File: config.mk
export PLATFORM = sky130hd
export DESIGN_NAME = escaneo_teclado_flat
export DESIGN_NICKNAME = d
export VERILOG_FILES = /design/src/rtl/escaneo_teclado_if.sv /design/src/rtl/escaneo_teclado.sv /design/src/flat_wrapper.sv
export SDC_FILE = /design/constraint.sdc
export NUM_CORES = 1
export LEC_CHECK = 0
export ABC_AREA = 1
export BUFFER_PORTS_ARGS = -buffer_cell sky130_fd_sc_hd__buf_2
export CAP_MARGIN = 10
export CORE_MARGIN = 2
export CORE_UTILIZATION = 35
export CTS_BUF_LIST = sky130_fd_sc_hd__clkbuf_8
export CTS_CLUSTER_DIAMETER = 100
export DETAILED_ROUTE_END_ITERATION = 10
export GPL_TIMING_DRIVEN = 0
export PLACE_DENSITY = 0.59
export SYNTH_ARGS = -nofsm -noshare
export SYNTH_HDL_FRONTEND = slang
export SYNTH_SLANG_ARGS = --single-unit
File: constraint.sdc
create_clock -name clk -period 2.6 [get_ports clk]
set_input_delay 0.26 -clock clk [delete_from_list [all_inputs] [get_ports clk]]
set_output_delay 0.26 -clock clk [all_outputs]
set_load 0.02 [all_outputs]
File: src/rtl/escaneo_teclado_if.sv
// Keypad scanner bus: row pins in, column drive and debounced key report out.
interface escaneo_teclado_if;
  logic [3:0] filas_n;
  logic [3:0] columnas_n;
  logic [3:0] fila;
  logic [3:0] columna;
  logic       tecla_activa;
  logic       tecla_presionada;
  logic       tecla_soltada;

  // Scanner side: samples rows, drives columns and the key report.
  modport master (
    input  filas_n,
    output columnas_n,
    output fila,
    output columna,
    output tecla_activa,
    output tecla_presionada,
    output tecla_soltada
  );

  // Keypad / consumer side.
  modport slave (
    output filas_n,
    input  columnas_n,
    input  fila,
    input  columna,
    input  tecla_activa,
    input  tecla_presionada,
    input  tecla_soltada
  );
endinterface

File: src/rtl/escaneo_teclado.sv
// 4x4 keypad scanner: column scan, row synchronizer, press/release debounce.
module escaneo_teclado #(
  parameter int unsigned SCAN_DIV        = 1000,
  parameter int unsigned DEBOUNCE_CYCLES = 20000
) (
  input logic                clk,
  input logic                reset,
  escaneo_teclado_if.master  bus
);

  localparam int unsigned DIV_W = (SCAN_DIV > 2) ? $clog2(SCAN_DIV) : 1;
  localparam int unsigned DEB_W = (DEBOUNCE_CYCLES > 2) ? $clog2(DEBOUNCE_CYCLES) : 1;
  localparam logic [DIV_W-1:0] DIV_LAST = DIV_W'(SCAN_DIV - 1);
  localparam logic [DEB_W-1:0] DEB_LAST = DEB_W'(DEBOUNCE_CYCLES - 1);

  typedef enum logic [1:0] {
    ESCANEO,
    REBOTE_PRESION,
    PRESIONADA,
    REBOTE_LIBERACION
  } state_t;

  state_t           state_q, state_d;
  logic [3:0]       sync1_q, sync1_d;
  logic [3:0]       sync2_q, sync2_d;
  logic [1:0]       col_idx_q, col_idx_d;
  logic [1:0]       row_idx_q, row_idx_d;
  logic [DIV_W-1:0] div_cnt_q, div_cnt_d;
  logic [DEB_W-1:0] deb_cnt_q, deb_cnt_d;
  logic [3:0]       columnas_n_q, columnas_n_d;
  logic [3:0]       fila_q, fila_d;
  logic [3:0]       columna_q, columna_d;
  logic             activa_q, activa_d;
  logic             presionada_q, presionada_d;
  logic             soltada_q, soltada_d;

  logic [3:0]       filas_s;
  logic [1:0]       low_idx;

  function automatic logic [3:0] onehot(input logic [1:0] idx);
    return 4'b0001 << idx;
  endfunction

  assign filas_s = sync2_q;

  // Lowest-index row currently pulled low.
  always_comb begin
    low_idx = 2'd0;
    for (int i = 3; i >= 0; i--) begin
      if (!filas_s[i]) low_idx = 2'(i);
    end
  end

  // State, counters, synchronizer and registered outputs.
  always_ff @(posedge clk) begin
    if (reset) begin
      state_q      <= ESCANEO;
      sync1_q      <= 4'b1111;
      sync2_q      <= 4'b1111;
      col_idx_q    <= 2'd0;
      row_idx_q    <= 2'd0;
      div_cnt_q    <= '0;
      deb_cnt_q    <= '0;
      columnas_n_q <= 4'b1110;
      fila_q       <= 4'b0000;
      columna_q    <= 4'b0000;
      activa_q     <= 1'b0;
      presionada_q <= 1'b0;
      soltada_q    <= 1'b0;
    end else begin
      state_q      <= state_d;
      sync1_q      <= sync1_d;
      sync2_q      <= sync2_d;
      col_idx_q    <= col_idx_d;
      row_idx_q    <= row_idx_d;
      div_cnt_q    <= div_cnt_d;
      deb_cnt_q    <= deb_cnt_d;
      columnas_n_q <= columnas_n_d;
      fila_q       <= fila_d;
      columna_q    <= columna_d;
      activa_q     <= activa_d;
      presionada_q <= presionada_d;
      soltada_q    <= soltada_d;
    end
  end

  // Next-state: scan, debounce press, hold, debounce release.
  always_comb begin
    state_d      = state_q;
    sync1_d      = bus.filas_n;
    sync2_d      = sync1_q;
    col_idx_d    = col_idx_q;
    row_idx_d    = row_idx_q;
    div_cnt_d    = div_cnt_q;
    deb_cnt_d    = deb_cnt_q;
    fila_d       = fila_q;
    columna_d    = columna_q;
    activa_d     = activa_q;
    presionada_d = 1'b0;
    soltada_d    = 1'b0;

    case (state_q)
      ESCANEO: begin
        if (div_cnt_q == DIV_LAST) begin
          div_cnt_d = '0;
          if (filas_s != 4'b1111) begin
            row_idx_d = low_idx;
            deb_cnt_d = '0;
            state_d   = REBOTE_PRESION;
          end else begin
            col_idx_d = col_idx_q + 2'd1;
          end
        end else begin
          div_cnt_d = div_cnt_q + DIV_W'(1);
        end
      end

      REBOTE_PRESION: begin
        if (filas_s[row_idx_q]) begin
          // Bounce: give up on this key and move on to the next column.
          div_cnt_d = '0;
          col_idx_d = col_idx_q + 2'd1;
          state_d   = ESCANEO;
        end else if (deb_cnt_q == DEB_LAST) begin
          fila_d       = onehot(row_idx_q);
          columna_d    = onehot(col_idx_q);
          activa_d     = 1'b1;
          presionada_d = 1'b1;
          state_d      = PRESIONADA;
        end else begin
          deb_cnt_d = deb_cnt_q + DEB_W'(1);
        end
      end

      PRESIONADA: begin
        if (filas_s[row_idx_q]) begin
          deb_cnt_d = '0;
          state_d   = REBOTE_LIBERACION;
        end
      end

      REBOTE_LIBERACION: begin
        if (!filas_s[row_idx_q]) begin
          state_d = PRESIONADA;
        end else if (deb_cnt_q == DEB_LAST) begin
          soltada_d = 1'b1;
          fila_d    = 4'b0000;
          columna_d = 4'b0000;
          activa_d  = 1'b0;
          div_cnt_d = '0;
          col_idx_d = col_idx_q + 2'd1;
          state_d   = ESCANEO;
        end else begin
          deb_cnt_d = deb_cnt_q + DEB_W'(1);
        end
      end

      default: state_d = ESCANEO;
    endcase

    // Column drive tracks the column index on the same edge.
    columnas_n_d = ~onehot(col_idx_d);
  end

  assign bus.columnas_n       = columnas_n_q;
  assign bus.fila             = fila_q;
  assign bus.columna          = columna_q;
  assign bus.tecla_activa     = activa_q;
  assign bus.tecla_presionada = presionada_q;
  assign bus.tecla_soltada    = soltada_q;

endmodule

File: src/flat_wrapper.sv
// flat-port wrapper written by rule: the top's interface ports become plain ports
module escaneo_teclado_flat 
#(
  parameter int unsigned SCAN_DIV        = 1000,
  parameter int unsigned DEBOUNCE_CYCLES = 20000
)
  (clk, reset, bus_filas_n, bus_columnas_n, bus_fila, bus_columna, bus_tecla_activa, bus_tecla_presionada, bus_tecla_soltada);
  escaneo_teclado_if bus_i ();
  input logic clk;
  input logic reset;
  input wire logic [$bits(bus_i.filas_n)-1:0] bus_filas_n;
  output wire logic [$bits(bus_i.columnas_n)-1:0] bus_columnas_n;
  output wire logic [$bits(bus_i.fila)-1:0] bus_fila;
  output wire logic [$bits(bus_i.columna)-1:0] bus_columna;
  output wire logic [$bits(bus_i.tecla_activa)-1:0] bus_tecla_activa;
  output wire logic [$bits(bus_i.tecla_presionada)-1:0] bus_tecla_presionada;
  output wire logic [$bits(bus_i.tecla_soltada)-1:0] bus_tecla_soltada;
  assign bus_i.filas_n = bus_filas_n;
  assign bus_columnas_n = bus_i.columnas_n;
  assign bus_fila = bus_i.fila;
  assign bus_columna = bus_i.columna;
  assign bus_tecla_activa = bus_i.tecla_activa;
  assign bus_tecla_presionada = bus_i.tecla_presionada;
  assign bus_tecla_soltada = bus_i.tecla_soltada;
  escaneo_teclado #(.SCAN_DIV(SCAN_DIV), .DEBOUNCE_CYCLES(DEBOUNCE_CYCLES)) u_core (.clk(clk), .reset(reset), .bus(bus_i));
endmodule
==> run metrics, run 1 <==
TritonCTS clock tree built; final period utilization 70.7%; EDFF count, synth 0; hold_buf cts 0; cells after synthesis 427; Syn Nets 439; Vias/cell 4.69; CP required 2.84 ns; DRT antenna net count 0; Hold Path Class input port to flip-flop; Avg Cell Area, Syn 7.11 µm²; worst relative slew slack 66.2%; CP Class flip-flop to flip-flop; PD cells around 420 mW/mm²; CP Launch Point u_core.div_cnt_q[0]; die area 0.00944 mm²; Post-Layout Inst Area roughly 0.0034 mm²; core area 0.00830 mm²; DRC viols 0; worst vdd ir 204 µV; FF/Latch Area 0.00108 mm²; slowest stage cell on the critical path dfxtp_1; P&R area growth vs syn 11.1%; Hold Path Stages 2; largest net degree at the start of global routing 17; NumNets Final 466; mapped cell area between 0.003 and 0.004 mm²; GRT overflow 0; CTS resizes 0; Lkg Pwr 1.33 nW; H-tree Lvls 2; max cap viols 0; FF-to-FF setup slack 0.76 ns; multi-input combinational cell area 0.00167 mm²; Slew Limit Fails 0; clock buffer count from CTS 5; # diodes 0; outcome complete, no violations; overall routing resource usage 13.8%; startpoint types flip-flop; post-synthesis sequential area ratio 35.6%; CP max stage delay between 0.4 and 0.5 ns; Async SR Flop Fraction 0%; RR Endpoint u_core.deb_cnt_q[6]; crit-path cells ha_1 -> nand3_1 -> nor2_4 -> nand3_1 -> nand2_2 -> nand3_4 -> nand2_8 -> buf_12 -> nand2_2 -> a21oi_2; CP Capture Point u_core.deb_cnt_q[6]; FF-to-FF Start u_core.div_cnt_q[0]; top cells by count, synth 99 x nand2_1, 55 x nand3_1, 55 x nor2_1; #FFs+latches synth 54; pre-CTS WS 0.782 ns; share of layout cells above drive strength 1 about a fifth; placed cell count 552; Crit Path Max Fanout 10; Top FF cell, synth dfxtp_1; number of global-route vias before repair between 2,000 and 2,500; DR pass1 iterations 4; final hold vios 0; first-pass GRT wire length roughly 11,000 µm; WL/cell ~11 µm; FMAX 0.544 GHz; Die Span X 97.1 µm; Worst Tran Pin Value 0.508 ns; CP Buf/Inv Count 1; Final GP Congestion 0.864; Synth area leaders dfxtp_1 36%, nand2_1 12%, nand3_1 9.1%; crit path DAT around 2.1 ns; Worst setup EP type flip-flop; setup tns final 0 ns; largest area contributor in the netlist dfxtp_1; Root Driver clkbuf_8; Clock Sink Count 54; stages on the worst setup path 10; final worst setup slack between 0.7 and 0.8 ns; I/O Buffers 20; Post-Route WL 6420 µm; post-route insts no fill between 500 and 600; top-area cell type share of the netlist area 35.6%; setup repair bufs after CTS 0; distinct cell type count after synthesis 35; clock-pin slew on the worst setup and hold paths 0.10 ns; initial antenna violation count 0; Syn. warnings 0; via count between 2,000 and 3,000; Ports 21; Worst path top cell family by delay simple AND/OR/NAND/NOR gates; # rows 33; Tmin final between 1.5 and 2 ns; # setup viols final 0; dpl cell area ~0.0033 mm²; top-count cell post-synth nand2_1; worst skew pair latency 0.30 ns; R2R cell count 10; die height 97.1 µm; final HPWL from detailed placement slightly below 5000 µm; Max clock buf depth 2; RSZ-0062 raised after global routing no; Total Power between 1 and 1.5 mW; Initial Utilization approximately 37%; worst clock skew 0.0108 ns; fillers 902; detailed router's first-iteration violation count 60
-- cell usage in the layout (no fill, tap or decap), types with 6 or more instances in the layout --
master / n
a21oi_2: 9
nand2_1: 99
dfxtp_1: 54
a21oi_1: 19
xor2_1: 7
nand4_1: 8
o21ai_0: 8
ha_1: 6
nand2_2: 15
nand3_1: 55
clkbuf_8: 10
or2_2: 8
nor2_1: 55
inv_1: 38
inv_2: 6
buf_2: 22
-- routing by layer --
metal / track usage [%] / up-vias / wire (µm)
li1: - / 1411 / -
met1: 18.3 / 1177 / 3100
met2: 23.5 / 33 / 3100
met3: 2.66 / 6 / 181
met4: 2.60 / 0 / 39
met5: 0 / - / 0
-- cell type report --
| type | count | area share, % |
|---|---|---|
| Sequential cell | 54 | 32.0 |
| Clock buffer | 7 | 2.86 |
| Buffer | 13 | 3.71 |
| Tap cell | 105 | 3.89 |
| Timing Repair Buffer | 20 | 2.97 |
| Clock inverter | 1 | 0.260 |
| Multi-Input combinational cell | 316 | 49.4 |
| Inverter | 44 | 4.90 |
-- report_power, final --
part           switching, mW  internal (mW)  total, mW
logic                 0.0324         0.0215     0.0539
registers            0.00693          0.836      0.843
clock network          0.272          0.245      0.517
total                  0.312           1.10       1.41
-- logic make-up after synthesis --
| kind of cell | share of synthesized area (%) |
|---|---|
| AOI/OAI and AO/OA | 7.54 |
| DFF | 35.6 |
| xor gates and xnor gates | 2.88 |
| adders and majority gates | 2.47 |
| buffers and inverters | 9.56 |
| and+or+nand+nor | 41.9 |
-- metrics by stage --
step                      util, %  hold WS [ns]
after floorplan                 -         0.364
after CTS                    40.6         0.127
after global placement       39.4         0.394
after detailed placement     39.4         0.394
final                        40.6         0.137
after global routing         40.6         0.121
-- sequential cells by signal, indices dropped and copies added (netlist names), 2 cells and up, named ones only --
name,flops
u_core.bus.fila,4
u_core.div_cnt_q,10
u_core.row_idx_q,2
u_core.filas_s,4
u_core.bus.columnas_n,4
u_core.bus.columna,4
u_core.sync1_q,4
u_core.deb_cnt_q,15
u_core.col_idx_q,2
-- worst register-to-register path: stages, from the launching register on --
cell,delay (ns)
dfxtp_1,0.42
ha_1,0.22
nand3_1,0.16
nor2_4,0.20
nand3_1,0.10
nand2_2,0.11
nand3_4,0.15
nand2_8,0.13
buf_12,0.14
nand2_2,0.06
a21oi_2,0.10
-- worst min-delay path by stage --
stage	startpoint	to	slack, ns
finish	bus_filas_n[2]	u_core.sync1_q[2]	0.14
global route	bus_filas_n[3]	u_core.sync1_q[3]	0.12
floorplan	bus_filas_n[0]	u_core.sync1_q[0]	0.36
CTS	bus_filas_n[0]	u_core.sync1_q[0]	0.13
global placement	u_core.sync1_q[1]	u_core.filas_s[1]	0.39
detailed placement	u_core.sync1_q[3]	u_core.filas_s[3]	0.39
Power figures use the tool's default switching activity.
==> inputs of run 2 (changes only) <==
==> constraint.sdc (replaced) <==
create_clock -name clk -period 1.8 [get_ports clk]
set_input_delay 0.18 -clock clk [delete_from_list [all_inputs] [get_ports clk]]
set_output_delay 0.18 -clock clk [all_outputs]
set_load 0.02 [all_outputs]
==> run 2 against run 1 <==
First-iteration DRC count shrank 6.7%. Clock skew is essentially flat. Clock power grew 44%. Highest routed layer unchanged. Total power grew 44%. Critical path depth is the same. Critical path type unchanged. Setup slack lost 0.65 ns. Final area grew 2.0%. Combinational power grew 46%. Fmax grew 9.0%.
==> run metrics, run 2 (synthesized netlist as in run 1, its figures left out) <==
post-route insts no fill 564 (was 560); top sig layer met4 (unchanged); Worst Tran Pin Value 0.506 ns (was 0.508 ns); DRC viols 0 (unchanged); Max clock buf depth 2 (unchanged); via count 2,638 (was 2,627); routed wl met3 187 µm (was 181 µm); crit-path cells ha_2 -> nand3_1 -> nor2_4 -> nand3_1 -> nand2_2 -> nand3_4 -> nand2_8 -> buf_12 -> nand2_2 -> a21oi_2 (was ha_1 -> nand3_1 -> nor2_4 -> nand3_1 -> nand2_2 -> nand3_4 -> nand2_8 -> buf_12 -> nand2_2 -> a21oi_2); PD cells 592 mW/mm² (was 419 mW/mm²); Hold WS 0.0575 ns (was 0.137 ns); Crit Path Max Fanout 10 (unchanged); fillers 891 (was 902); number of global-route vias before repair 2,439 (was 2,432); CP max stage delay 0.38 ns (was 0.42 ns); biggest regs u_core.deb_cnt_q (15), u_core.div_cnt_q (10) (unchanged); Die Span X 97.1 µm (unchanged); max FFs per register 15 (unchanged); WL/cell 11.4 µm (was 11.5 µm); crit path DAT 1.93 ns (was 2.08 ns); Root Driver clkbuf_8 (unchanged); largest net degree at the start of global routing 17 (unchanged); DRT antenna net count 0 (unchanged); Worst setup EP type flip-flop (unchanged); dpl cell area 0.00327 mm² (unchanged); worst skew pair latency 0.30 ns (about the same); outcome complete, no violations (unchanged); startpoint types flip-flop (unchanged); final HPWL from detailed placement 4820 µm (unchanged); overall routing resource usage 13.8% (about the same); met2 routed WL 3130 µm (was 3100 µm); Slew Limit Fails 0 (unchanged); FMAX 0.593 GHz (was 0.544 GHz); TritonCTS clock tree built (unchanged); initial antenna violation count 0 (unchanged); # diodes 0 (unchanged); Total Power 2.04 mW (was 1.41 mW); clock-pin slew on the worst setup and hold paths 0.10 ns (about the same); Ports 21 (unchanged); H-tree Lvls 2 (unchanged); Initial Utilization 36.6% (unchanged); P&R area growth vs syn 13.3% (was 11.1%); commonest non-fill, non-tap cell in the layout nand2_1 (unchanged); CP required 2.04 ns (was 2.84 ns); first-pass GRT wire length 11,100 µm (about the same); core area 0.00830 mm² (unchanged); routed length on met1 3100 µm (about the same); Post-Layout Inst Area 0.00344 mm² (was 0.00337 mm²); DR pass1 iterations 5 (was 4); post-layout util 41.5% (was 40.6%); Tmin final 1.69 ns (was 1.84 ns); GRT overflow 0 (unchanged); worst vdd ir 294 µV (was 204 µV); Lkg Pwr 1.34 nW (was 1.33 nW); die area 0.00944 mm² (unchanged); Post-Route WL 6440 µm (was 6420 µm); final hold vios 0 (unchanged); CP Class flip-flop to flip-flop (unchanged); share of layout cells above drive strength 1 21.8% (was 19.8%); hold_buf cts 0 (unchanged); slowest stage cell on the critical path dfxtp_2 (was dfxtp_1); NumNets Final 470 (was 466); # setup viols final 0 (unchanged); # rows 33 (unchanged); final period utilization 93.7% (was 70.7%); clock buffer count from CTS 5 (unchanged); max cap viols 0 (unchanged); Vias/cell 4.68 (was 4.69); I/O Buffers 20 (unchanged); die height 97.1 µm (unchanged); Hold Path Class input port to flip-flop (unchanged); detailed router's first-iteration violation count 56 (was 60); worst relative slew slack 66.3% (was 66.2%); most frequent cells in the layout 99 x nand2_1, 55 x nand3_1, 55 x nor2_1, 50 x dfxtp_1, 38 x inv_1 (was 99 x nand2_1, 55 x nand3_1, 55 x nor2_1, 54 x dfxtp_1, 38 x inv_1); Clock Sink Count 54 (unchanged); worst clock skew 0.0103 ns (was 0.0108 ns); Top reg by flops u_core.deb_cnt_q (unchanged); Final GP Congestion 0.864 (unchanged); placed cell count 552 (unchanged)
-- run 2: changes by cell type in the layout (fill, tap and decap cells not counted), sizes merged --
| cell | previous run | this run |
|---|---|---|
| buf | 27 | 31 |
-- run 2: where the power goes --
| group | leakage (nW) | total [mW] | switching (mW) | internal [mW] |
|---|---|---|---|---|
| logic | 0.850 | 0.0787 | 0.0471 | 0.0316 |
| clock network | 0.0544 | 0.743 | 0.390 | 0.353 |
| registers | 0.440 | 1.22 | 0.0103 | 1.21 |
| total | 1.34 | 2.04 | 0.447 | 1.59 |
-- run 2: final cells by class --
cell class | count | area [µm²] | area share [%]
Sequential cell | 54 | 1090 | 31.6
Multi-Input combinational cell | 316 | 1690 | 49.2
Tap cell | 105 | 131 | 3.82
Timing Repair Buffer | 24 | 130 | 3.78
Buffer | 13 | 129 | 3.74
Clock inverter | 1 | 8.76 | 0.254
Clock buffer | 7 | 96.3 | 2.80
Inverter | 44 | 165 | 4.80
-- run 2: layer usage --
metal  vias to the layer above  track usage (%)
met5                         -                0
met4                         0             2.60
met3                         2             2.66
met2                        28             23.6
met1                      1184             18.3
li1                       1424                -
-- run 2: what timing repair did --
action	in CTS	in global routing
buffers inserted	0	4
gates cloned	0	0
resized for setup	4	7
endpoints found under the setup margin	23	36
pin swaps	0	2
-- run 2: critical path: cells and delay by family, from the launching register on --
kind | cells | cell delay [ns]
AO/OA/AOI/OAI | 1 | 0.10
adder cells (fa/ha/maj) | 1 | 0.20
buffers and inverters | 1 | 0.14
flip-flops | 1 | 0.38
AND/OR/NAND/NOR | 7 | 0.79
-- run 2: final timing paths --
| path | from | end | slack (ns) | cells after the start |
|---|---|---|---|---|
| setup / recovery | u_core.div_cnt_q[0] | u_core.deb_cnt_q[8] | 0.11 | 10 |
| hold / removal | bus_filas_n[2] | u_core.sync1_q[2] | 0.06 | 2 |
| setup reg to reg | u_core.div_cnt_q[0] | u_core.deb_cnt_q[8] | 0.11 | 10 |
| hold reg to reg | u_core.sync1_q[0] | u_core.filas_s[0] | 0.42 | 1 |
-- run 2: metrics by stage --
step	worst slack (ns)	TNS (ns)
after floorplan	0.230	0
after global placement	-0.00529	-0.0177
after detailed placement	-0.0177	-0.0816
after CTS	0.000364	0
after global routing	-0.00843	-0.0151
final	0.113	0
==> inputs of run 3 (changes only) <==
--- a/config.mk
+++ b/config.mk
@@ -15,6 +15,7 @@
 export DETAILED_ROUTE_END_ITERATION = 10
 export GPL_TIMING_DRIVEN = 0
 export PLACE_DENSITY = 0.59
+export SETUP_SLACK_MARGIN = 0.5
 export SYNTH_ARGS = -nofsm -noshare
 export SYNTH_HDL_FRONTEND = slang
 export SYNTH_SLANG_ARGS = --single-unit
==> run 3 against run 2 <==
Register-to-register slack improved by 0.04 ns. Critical endpoint is now u_core.deb_cnt_q[11]. Non-clock buffer count increased by 27. Critical path type unchanged. First-iteration DRC count increased by 120%. Setup slack improved by 0.042 ns.
==> run metrics, run 3 (synthesized netlist as in run 1, its figures left out) <==
die height 97.1 µm (unchanged); FMAX 0.608 GHz (was 0.593 GHz); CP Class flip-flop to flip-flop (unchanged); Top reg by flops u_core.deb_cnt_q (unchanged); clock-pin slew on the worst setup and hold paths 0.11 ns (was 0.10 ns); final period utilization 91.4% (was 93.7%); number of global-route vias before repair 2,626 (was 2,439); max FFs per register 15 (unchanged); post-layout util 48.8% (was 41.5%); CP Launch Point u_core.deb_cnt_q[5] (was u_core.div_cnt_q[0]); initial antenna violation count 0 (unchanged); TritonCTS clock tree built (unchanged); PD cells 536 mW/mm² (was 592 mW/mm²); Worst Tran Pin Value 0.593 ns (was 0.506 ns); Crit Path Max Fanout 7 (was 10); dpl cell area 0.00339 mm² (was 0.00327 mm²); Tmin final 1.65 ns (was 1.69 ns); # diodes 0 (unchanged); met1 GRT Util 19.5% (was 18.3%); share of layout cells above drive strength 1 40.5% (was 21.8%); Clock Sink Count 54 (unchanged); # rows 33 (unchanged); NumNets Final 497 (was 470); Total Power 2.17 mW (was 2.04 mW); slowest stage cell on the critical path dfxtp_1 (was dfxtp_2); Hold Path Class input port to flip-flop (unchanged); worst relative slew slack 60.4% (was 66.3%); H-tree Lvls 2 (unchanged); DRT antenna net count 0 (unchanged); overall routing resource usage 14.7% (was 13.8%); DRC viols 0 (unchanged); worst clock skew 0.0118 ns (was 0.0103 ns); hold_buf cts 0 (unchanged); GRT overflow 0 (unchanged); worst skew pair latency 0.31 ns (was 0.30 ns); largest net degree at the start of global routing 19 (was 17); Lkg Pwr 1.69 nW (was 1.34 nW); P&R area growth vs syn 33.4% (was 13.3%); core area 0.00830 mm² (unchanged); DR pass1 iterations 4 (was 5); final HPWL from detailed placement 4930 µm (was 4820 µm); Hold WS 0.0403 ns (was 0.0575 ns); Vias/cell 4.92 (was 4.68); FF-to-FF Start u_core.deb_cnt_q[5] (was u_core.div_cnt_q[0]); fillers 797 (was 891); WL/cell 12.5 µm (was 11.4 µm); met2 GRT Util 24.6% (was 23.6%); Root Driver clkbuf_8 (unchanged); most frequent cells in the layout 82 x nand2_1, 48 x nor2_1, 38 x dfxtp_1, 36 x nand3_1, 34 x inv_1 (was 99 x nand2_1, 55 x nand3_1, 55 x nor2_1, 50 x dfxtp_1, 38 x inv_1); Initial Utilization 36.6% (unchanged); Die Span X 97.1 µm (unchanged); worst vdd ir 431 µV (was 294 µV); clock buffer count from CTS 5 (unchanged); Final GP Congestion 0.911 (was 0.864); Post-Layout Inst Area 0.00405 mm² (was 0.00344 mm²); I/O Buffers 20 (unchanged); # setup viols final 0 (unchanged); FF/Latch Area 0.00112 mm² (was 0.00109 mm²); CP most frequent cell nand2_8; max cap viols 0 (unchanged); RSZ-0062 raised after global routing yes; Worst setup EP type flip-flop (unchanged); setup tns final 0 ns (unchanged); first-pass GRT wire length 11,800 µm (was 11,100 µm); detailed router's first-iteration violation count 121 (was 56); outcome complete, no violations (unchanged); CP required 2.02 ns (was 2.04 ns); die area 0.00944 mm² (unchanged); CP max stage delay 0.32 ns (was 0.38 ns); Slew Limit Fails 0 (unchanged); final hold vios 0 (unchanged); Max clock buf depth 2 (unchanged); biggest regs u_core.deb_cnt_q (15), u_core.div_cnt_q (10) (unchanged); multi-input combinational cell area 0.00199 mm² (was 0.00169 mm²); global route hottest layer met2 (unchanged); via count 2,908 (was 2,638); beginning of the worst hold path bus_filas_n[1] (was bus_filas_n[2]); Ports 21 (unchanged); Post-Route WL 7410 µm (was 6440 µm); startpoint types flip-flop (unchanged); crit-path cells buf_4 -> nor2_1 -> nand4_1 -> nor2_4 -> inv_4 -> nand2_8 -> nand2_8 -> clkbuf_16 -> nand2_4 -> a21oi_2 (was ha_2 -> nand3_1 -> nor2_4 -> nand3_1 -> nand2_2 -> nand3_4 -> nand2_8 -> buf_12 -> nand2_2 -> a21oi_2); commonest non-fill, non-tap cell in the layout nand2_1 (unchanged); crit path DAT 1.86 ns (was 1.93 ns); met3 GRT Util 2.16% (was 2.66%)
run 3: cell types whose count changed in the layout (fill, tap and decap cells not counted), moves of 7 or more:
cell and delta:
nand3_2 +17, a21oi_2 +10, a21oi_1 -10, dfxtp_1 -12, nand2_2 +7, buf_4 +19, nand3_1 -19, nand2_4 +10
nand2_1 -17, dfxtp_2 +7, nor2_1 -7
run 3: area by class of cell:
class | count | area share [%]
clock buffers | 5 | 1.70
plain buffers | 13 | 3.58
clock inverters | 3 | 1.17
flip-flops and latches | 54 | 27.5
multi-input cells | 316 | 49.2
repair buffers | 51 | 9.39
well taps | 105 | 3.24
inverters | 44 | 4.14
run 3: timing repair:
action,in CTS,in global routing
cloned,1,2
pin swaps,15,31
endpoints found under the setup margin,46,46
buffers inserted,12,16
gates resized for setup,36,53
run 3: power by group:
part,internal [mW],switching (mW)
logic,0.0460,0.0592
registers,1.20,0.0111
clock network,0.423,0.431
total,1.67,0.502
run 3: metal layers:
| metal | vias to the layer above | wire length (µm) |
|---|---|---|
| li1 | 1479 | - |
| met4 | 0 | 82 |
| met2 | 34 | 3530 |
| met1 | 1388 | 3600 |
| met3 | 7 | 200 |
| met5 | - | 0 |
run 3: worst max-delay path: cells and delay by family, from the launching register on:
kind / cells / cell delay, ns
AOI/OAI and AO/OA: 1 / 0.04
buffers and inverters: 3 / 0.41
and+or+nand+nor: 6 / 0.77
DFF: 1 / 0.32
run 3: worst paths after layout:
path	end	slack, ns	cells after the start
worst max-delay path	u_core.deb_cnt_q[11]	0.15	10
worst min-delay path	u_core.sync1_q[1]	0.04	2
worst max register to register	u_core.deb_cnt_q[11]	0.15	10
worst min register to register	u_core.filas_s[2]	0.42	1
run 3: per-stage QoR:
step / setup WS (ns) / instances
floorplan: 0.375 / 427
global placement: 0.199 / 552
detailed placement: 0.180 / 552
CTS: 0.230 / 573
global route: 0.0496 / 591
finish: 0.154 / 591
